<file path="config.mk">
export PLATFORM = sky130hd
export DESIGN_NAME = snake_tile_map_builder
export DESIGN_NICKNAME = d
export VERILOG_FILES = /design/src/rtl/snake_vga_pkg.sv /design/src/rtl/tile_bitmap_dbuf.sv /design/src/rtl/snake_tile_map_builder.sv
export SDC_FILE = /design/constraint.sdc
export NUM_CORES = 1
export LEC_CHECK = 0
export CAP_MARGIN = 20
export CORE_MARGIN = 5
export CORE_UTILIZATION = 48
export DETAILED_ROUTE_END_ITERATION = 7
export PLACE_DENSITY = 0.71
export SYNTH_ARGS = -nofsm -noshare
export SYNTH_HDL_FRONTEND = slang
export SYNTH_HIERARCHICAL = 1
export SYNTH_SLANG_ARGS = --single-unit
</file>
<file path="constraint.sdc">
create_clock -name clk -period 3.81 [get_ports clk]
set_input_delay 0.762 -clock clk [delete_from_list [all_inputs] [get_ports clk]]
set_output_delay 0.762 -clock clk [all_outputs]
set_load 0.05 [all_outputs]
</file>
<file path="src/rtl/snake_vga_pkg.sv">
// snake_vga_pkg: shared board geometry and tile-map builder state encoding.
package snake_vga_pkg;
    localparam int GRID_W    = 10;
    localparam int GRID_H    = 10;
    localparam int TILE_SIZE = 40;
    localparam int BOARD_X0  = 48;
    localparam int BOARD_Y0  = 48;
    localparam logic [31:0] COORD_INVALID = '1;
    typedef enum logic [1:0] {S_IDLE, S_CLEAR, S_WALK, S_SWAP} state_t;
endpackage

</file>
<file path="src/rtl/tile_bitmap_dbuf.sv">
// tile_bitmap_dbuf: two GRID_H x GRID_W occupancy bitmaps; the back one is built
// while the front one is displayed, and a swap strobe exchanges them.
module tile_bitmap_dbuf #(
    parameter int GRID_W = 10,
    parameter int GRID_H = 10
) (
    input  logic       clk,
    input  logic       reset,
    input  logic       clr_en,
    input  logic [3:0] clr_row,
    input  logic       set_en,
    input  logic [3:0] set_col,
    input  logic [3:0] set_row,
    output logic       set_prior,
    input  logic [3:0] rd_col,
    input  logic [3:0] rd_row,
    output logic       rd_bit,
    input  logic       swap
);
    localparam logic [3:0] GW4 = 4'(GRID_W);
    localparam logic [3:0] GH4 = 4'(GRID_H);
    logic              sel;
    logic [GRID_W-1:0] bm [2][GRID_H];
    assign set_prior = bm[!sel][set_row][set_col];
    // Off-board pixels read as empty rather than aliasing into the array
    assign rd_bit = (rd_col < GW4) && (rd_row < GH4) && bm[sel][rd_row][rd_col];
    always_ff @(posedge clk or negedge reset) begin
        if (!reset) begin
            sel <= 1'b0;
            for (int b = 0; b < 2; b++)
                for (int r = 0; r < GRID_H; r++)
                    bm[b][r] <= '0;
        end else begin
            if (swap)
                sel <= !sel;
            if (clr_en)
                bm[!sel][clr_row] <= '0;
            if (set_en)
                bm[!sel][set_row][set_col] <= 1'b1;
        end
    end
endmodule

</file>
<file path="src/rtl/snake_tile_map_builder.sv">
// snake_tile_map_builder: per-frame walk of the snake segment store into a
// double-buffered tile-occupancy bitmap, plus head/count/flag reporting.
module snake_tile_map_builder
    import snake_vga_pkg::*;
#(
    parameter int MAX_SEGS = 100,
    parameter int GRID_W   = snake_vga_pkg::GRID_W,
    parameter int GRID_H   = snake_vga_pkg::GRID_H,
    parameter int COORD_W  = 32,
    parameter int IDX_W    = 7
) (
    input  logic               clk,
    input  logic               reset,
    input  logic               start,
    input  logic               game_done,
    output logic [IDX_W-1:0]   seg_idx,
    input  logic [COORD_W-1:0] seg_x,
    input  logic [COORD_W-1:0] seg_y,
    input  logic [3:0]         pix_col,
    input  logic [3:0]         pix_row,
    output logic               occupied,
    output logic               busy,
    output logic               frame_done,
    output logic               overrun,
    output logic [3:0]         head_col,
    output logic [3:0]         head_row,
    output logic               head_valid,
    output logic [IDX_W:0]     seg_count,
    output logic               self_hit,
    output logic               oob
);
    localparam int                 CNT_W    = IDX_W + 1;
    localparam logic [COORD_W-1:0] GW_C     = COORD_W'(GRID_W);
    localparam logic [COORD_W-1:0] GH_C     = COORD_W'(GRID_H);
    localparam logic [3:0]         LAST_ROW = 4'(GRID_H - 1);
    localparam logic [IDX_W-1:0]   LAST_IDX = IDX_W'(MAX_SEGS - 1);
    localparam logic [IDX_W:0]     MAX_CNT  = CNT_W'(MAX_SEGS);
    state_t         state, state_nxt;
    logic [3:0]     clr_row;
    logic           pend, iss_done, first;
    logic [IDX_W:0] cnt;
    logic           hit_b, oob_b, hv_b;
    logic [3:0]     hc_b, hr_b;
    logic           term, in_rng, take, set_en, prior, swap;
    // pend marks that seg_x/seg_y carry the data of the index issued last cycle
    assign term       = (&seg_x) || (&seg_y);
    assign in_rng     = (seg_x < GW_C) && (seg_y < GH_C);
    assign take       = (state == S_WALK) && pend && !term;
    assign set_en     = take && in_rng;
    assign swap       = state == S_SWAP;
    assign busy       = state != S_IDLE;
    assign frame_done = swap;
    assign overrun    = busy && start && !game_done;
    tile_bitmap_dbuf #(.GRID_W(GRID_W), .GRID_H(GRID_H)) u_dbuf (
        .clk       (clk),
        .reset     (reset),
        .clr_en    (state == S_CLEAR),
        .clr_row   (clr_row),
        .set_en    (set_en),
        .set_col   (seg_x[3:0]),
        .set_row   (seg_y[3:0]),
        .set_prior (prior),
        .rd_col    (pix_col),
        .rd_row    (pix_row),
        .rd_bit    (occupied),
        .swap      (swap)
    );
    always_ff @(posedge clk or negedge reset) begin
        if (!reset)
            state <= S_IDLE;
        else
            state <= state_nxt;
    end
    always_comb begin
        state_nxt = state;
        case (state)
            S_IDLE:  state_nxt = (start && !game_done) ? S_CLEAR : S_IDLE;
            S_CLEAR: state_nxt = (clr_row == LAST_ROW) ? S_WALK : S_CLEAR;
            S_WALK:  state_nxt = (pend && (term || iss_done)) ? S_SWAP : S_WALK;
            default: state_nxt = S_IDLE;
        endcase
    end
    always_ff @(posedge clk or negedge reset) begin
        if (!reset) begin
            clr_row    <= '0;
            seg_idx    <= '0;
            pend       <= 1'b0;
            iss_done   <= 1'b0;
            first      <= 1'b0;
            cnt        <= '0;
            hit_b      <= 1'b0;
            oob_b      <= 1'b0;
            hv_b       <= 1'b0;
            hc_b       <= '0;
            hr_b       <= '0;
            seg_count  <= '0;
            self_hit   <= 1'b0;
            oob        <= 1'b0;
            head_valid <= 1'b0;
            head_col   <= '0;
            head_row   <= '0;
        end else begin
            if (state == S_CLEAR) begin
                clr_row  <= (clr_row == LAST_ROW) ? '0 : clr_row + 4'd1;
                seg_idx  <= '0;
                pend     <= 1'b0;
                iss_done <= 1'b0;
                first    <= 1'b1;
                cnt      <= '0;
                hit_b    <= 1'b0;
                oob_b    <= 1'b0;
                hv_b     <= 1'b0;
                hc_b     <= '0;
                hr_b     <= '0;
            end
            if (state == S_WALK) begin
                pend <= !iss_done;
                if (!iss_done && seg_idx == LAST_IDX)
                    iss_done <= 1'b1;
                else if (!iss_done)
                    seg_idx <= seg_idx + 1'b1;
                if (pend)
                    first <= 1'b0;
                if (take)
                    cnt <= (cnt == MAX_CNT) ? cnt : cnt + 1'b1;
                if (set_en && prior)
                    hit_b <= 1'b1;
                if (take && !in_rng)
                    oob_b <= 1'b1;
                if (take && first) begin
                    hv_b <= 1'b1;
                    hc_b <= seg_x[3:0];
                    hr_b <= seg_y[3:0];
                end
            end
            // Report registers move on the same edge as the buffer swap
            if (swap) begin
                seg_count  <= cnt;
                self_hit   <= hit_b;
                oob        <= oob_b;
                head_valid <= hv_b;
                head_col   <= hc_b;
                head_row   <= hr_b;
            end
        end
    end
endmodule

</file>
Word level (Yosys, flattened, before mapping):

Index checks and enable logic that the tools add are counted.

* bits in registers: 255
* output and inout port bits: 30
* input port bits: 76
* word-level logic and storage cells: 166

* reductions and logical operators: 30
* bitwise operators: 8
* equal/unequal tests: 7
* $add $sub $neg: 3
* magnitude comparators: 15
* muxes and demuxes: 64

Operators by type and width (count)
* 2-to-1 mux 100 bit: 8
* 2-to-1 mux 200 bit: 2
* AND 200 bit: 1
* demux 100 bit (select 1 bit): 2
* inverter 200 bit: 1
* OR 200 bit: 1
* binary-select mux 10 bit (select 4 bit): 2
* demux 10 bit (select 4 bit): 2
* less-than comparator 32 x 4 -> 1 bit (second input constant): 2
* AND reduction 32 bit: 2
* 2-to-1 mux 10 bit: 6
* 2-to-1 mux 8 bit: 4
* 2-to-1 mux 4 bit: 7
* 2-to-1 mux 7 bit: 4
* 2-to-1 mux 1 bit: 22
* logical AND 1 bit: 18
* greater-or-equal comparator 5 bit (second input constant): 3
* inverter 4 -> 5 bit: 3
* less-than comparator 4 x 5 -> 1 bit (second input constant): 2
* less-than comparator 5 x 1 -> 1 bit (second input constant): 2
* adder 8 x 1 -> 8 bit (second input constant): 1
* binary-select mux 1 bit (select 4 bit): 2
* equality test 8 x 7 -> 1 bit (second input constant): 1
* less-than comparator 4 bit (second input constant): 2
* other kinds (18): 27

Longest topological paths before layout:

* word-level depth: 13
* depth in mapped cells: 11
* depth with buffers taken out: 7

Modules after synthesis:

The synthesis kept the hierarchy.

Modules (own cells, without submodules)
* tile_bitmap_dbuf: seq. area each 5029.8 um2, area an instance 10760.3 um2, times used 1, cells each 962
* snake_tile_map_builder: seq. area each 1351.3 um2, area an instance 2742.6 um2, times used 1, cells each 249

Worst setup path before layout:

No wires, ideal clock.

* kind: in2out
* start: input pix_row[1]
* end: output occupied
* buffers on the path: 2
* arrival: 2603 ps
* setup slack: 445 ps
* cell stages on the path: 7
* required time: 3048 ps
* path through: buf_4 -> buf_2 -> mux4_2 -> a22oi_1 -> o211ai_1 -> a32o_1 -> o31a_1

* word-level cells in the longest chain between the ends: 7
* elaborated cells on any way between the ends: 9
* those cells by class: order compare (1); mux (5); bitwise (1); reduce/logical (2)

RTL lines
* start, declared: RTL line snake_tile_map_builder.sv:20 `input logic [3:0] pix_row,`
* inverter 4 -> 5 bit (implied by the code): RTL line tile_bitmap_dbuf.sv:26 `assign rd_bit = (rd_col < GW4) && (rd_row < GH4) && bm[sel][rd_row][rd_col];`
* binary-select mux 10 bit (select 4 bit): RTL line tile_bitmap_dbuf.sv:26
* 2-to-1 mux 10 bit (implied by the code) (2 in series): RTL line tile_bitmap_dbuf.sv:26
* binary-select mux 1 bit (select 4 bit): RTL line tile_bitmap_dbuf.sv:26
* 2-to-1 mux 1 bit (implied by the code): RTL line tile_bitmap_dbuf.sv:26
* logical AND 1 bit (*): RTL line tile_bitmap_dbuf.sv:26
* end, declared: RTL line snake_tile_map_builder.sv:21 `output logic occupied,`

Mark *: on every way between the ends. The rest lies on a longest branch, timed or not. The select of a mux whose other input is x is not followed.

Worst setup path in the final report:

* start: input pix_row[0]
* end: output occupied

The elaborated chain is that of the path after synthesis.

==> run metrics <==
final WL=42,200 µm; Seq/Total Area, Yosys=0.473; Final min period=3710 ps; Die H=178 µm; share of layout cells above drive strength 1=0.179; dpl hpwl=28,800 µm; pin count of the biggest net entering global routing=between 80 and 90; commonest non-fill, non-tap cell in the layout=dfrtp_1; Worst slew margin=0.234; syn avg cell area=11.2 µm²; Reg power frac=0.414; Hold WC Path Type=in2async; largest cells by area after synthesis=dfrtp_1, mux4_2, o21ai_0; Power Internal=6670 µW; die width=between 150 and 200 µm; die area=between 30,000 and 40,000 µm²; Setup TNS=0 ps; Worst Path Arrival=2950 ps; FF+latch area=around 6400 µm²; initial core utilization=0.486; most frequent cells in the layout=dfrtp_1, nand2_1, o21ai_0, clkdlybuf4s50_1, mux4_2; GRT Residual Overflow=0; combinational fraction of design power=0.331; crit-path max FO=6; Port Buffer Count=105; synthesized area=13,500 µm²; post-synthesis async set-or-reset flop share=1.00; 1st-iter DRT viols=~1,500; routed vias=11,197; vias per std cell=6.49; cell count after synthesis=1,211; Switching Share=0.351; post-synthesis cell type count=61; CP endpoint kind=output pin; nets@finish=1,413; clock sinks=about 260; drc violations=0; root buf cell=clkbuf_16; power share of the clock group=0.255; Yosys top cell by area=dfrtp_1; Primary FF master, synth=dfrtp_1; unrepaired setup endpoints after global routing=false; top cell type's share of synthesized area=0.473; Max Buffers Root-to-Sink=3; Power Total=10,300 µW; Worst-Margin Slew=1150 ps; Net Sw Power=3610 µW; syn nets=1,294; CTS clk-pin slew, worst paths=60 ps; initial antenna violation count=1; IO Pins=106; clock skew=14.9 ps; RePlAce Congestion=0.991; clock latency on the worst-skew pair=550 ps; status=finished, final reports clean; multi-input gate area in the final layout=6730 µm²; peak supply drop=447 µV; Max Slew Vio Count=0; drt first pass iters=8; Ys Warns=6; total CTS buffers=28; Cell Pwr Density=638 nW/µm²; CTS tree=done; worst hold slack=between 200 and 250 ps; global-route wire length before repair=64,400 µm; # rows=61; crit start category=input pin; CP required=3050 ps; Max-Cap Viols=0; Final Hold Violating Endpoints=0; fin crit share=0.975; Post-DRT Antenna Nets=0; EDFF count, synth=0; Fillers=2,376; Area Growth Syn to Fin=19.3%; CORE AREA=27,800 µm²; vias in the first global route=10,950; ant diodes=0; GRT Overall Usage=0.264; # setup viols final=0; Leakage=0.00685 µW; critical path class=in2out; Yosys reg bits=255; H-tree depth=1; WL per Instance=24.4 µm; Max Freq=~270 MHz
==> critical path: stages <==
cell	delay, ps
buf_2	170
buf_4	200
mux4_2	500
mux2i_1	370
o211ai_1	150
a32o_1	280
o31a_1	290
buf_4	210
==> what timing repair did <==
action	4_1_cts	5_1_grt
endpoints found under the setup margin	1	1
gates resized for setup	0	1
gates cloned	0	0
pin swaps	0	0
hold buffers	0	0
hold endpoints to repair	0	0
buffers inserted	1	1
==> registers in the layout (all words and copies together) (netlist names) <==
register    flops
seg_idx         7
hr_b            4
first           1
self_hit        1
hv_b            1
u_dbuf/sel      1
hc_b            4
oob_b           1
u_dbuf/bm     200
seg_count       8
head_row        4
hit_b           1
pend            1
oob             1
head_col        4
cnt             8
iss_done        1
state           2
head_valid      1
clr_row         4
==> power groups by stage <==
stage / Combinational [µW] / Clock [µW] / Sequential (µW)
2_1_floorplan: 2360 / 0 / 3970
3_3_place_gp: 3150 / 0 / 4260
3_5_place_dp: 3220 / 0 / 4310
4_1_cts: 3310 / 2670 / 4240
5_1_grt: 3690 / 2770 / 4330
6_report: 3400 / 2620 / 4250
==> stage by stage <==
step	worst slack, ps	cell area (µm²)	cells	util
finish	95.7	16100	1726	0.580
global route	22.0	16100	1726	0.580
CTS	84.2	16100	1725	0.579
detailed placement	72.4	15200	1676	0.546
global placement	143	15200	1676	0.546
floorplan	445	13500	1211	-
==> layer usage <==
metal | GRT usage | wire [µm] | up-vias
met3 | 0.0586 | 4260 | 96
met1 | 0.359 | 16600 | 5631
met5 | 0 | 13 | -
met4 | 0.0957 | 1750 | 2
met2 | 0.420 | 19500 | 676
li1 | - | - | 4792
==> cells by family after synthesis <==
kind of cell    Yosys count  share of synthesized area
flops                   255                      0.473
xor+xnor                  5                    0.00324
compound gates          292                      0.133
buf+inv                  82                     0.0292
fa+ha+maj                 7                    0.00649
simple gates            409                      0.144
mux                     161                      0.212
==> area by class of cell <==
| cell class | instances | area share |
|---|---|---|
| tap | 378 | 0.0294 |
| sequential | 255 | 0.396 |
| multi-input combinational | 874 | 0.418 |
| timing repair buffer | 156 | 0.0971 |
| clock buffer | 38 | 0.0521 |
| inverter | 15 | 0.00349 |
| clock inverter | 10 | 0.00396 |
==> path summary, 6_finish.rpt <==
path	from	end	slack (ps)	cells past startpoint
max	pix_row[0]	occupied	100	8
min	reset	seg_idx[0]	210	1
max reg2reg	state[0]	u_dbuf/bm[172]	710	8
min reg2reg	oob_b	oob_b	500	1
max in group asynchronous	reset	u_dbuf/bm[79]	2720	2
min in group clk	oob_b	oob_b	500	1
==> cell usage after synthesis, types with 3 or more instances <==
| cell type | count |
|---|---|
| nand3_1 | 30 |
| nor3_1 | 8 |
| o211ai_1 | 3 |
| nand2b_1 | 15 |
| o2bb2ai_1 | 3 |
| o31ai_1 | 4 |
| mux4_2 | 91 |
| a31oi_1 | 4 |
| o21ai_0 | 184 |
| nor4_1 | 16 |
| a22o_1 | 46 |
| nor2b_1 | 23 |
| o221ai_1 | 5 |
| and4_1 | 3 |
| nor2_1 | 34 |
| a22oi_1 | 10 |
| a21oi_1 | 11 |
| mux2i_1 | 32 |
| buf_2 | 24 |
| nand2_1 | 222 |
| and2_1 | 3 |
| buf_6 | 5 |
| a21boi_0 | 3 |
| buf_1 | 4 |
| ha_1 | 7 |
| and3_1 | 9 |
| mux4_1 | 4 |
| xor2_1 | 3 |
| clkbuf_1 | 29 |
| inv_1 | 15 |
| mux2_2 | 34 |
| buf_4 | 5 |
| dfrtp_1 | 255 |
| nor4_2 | 4 |
| nor3b_1 | 4 |
| nand4_1 | 29 |
(Power assumes the default switching activity.)
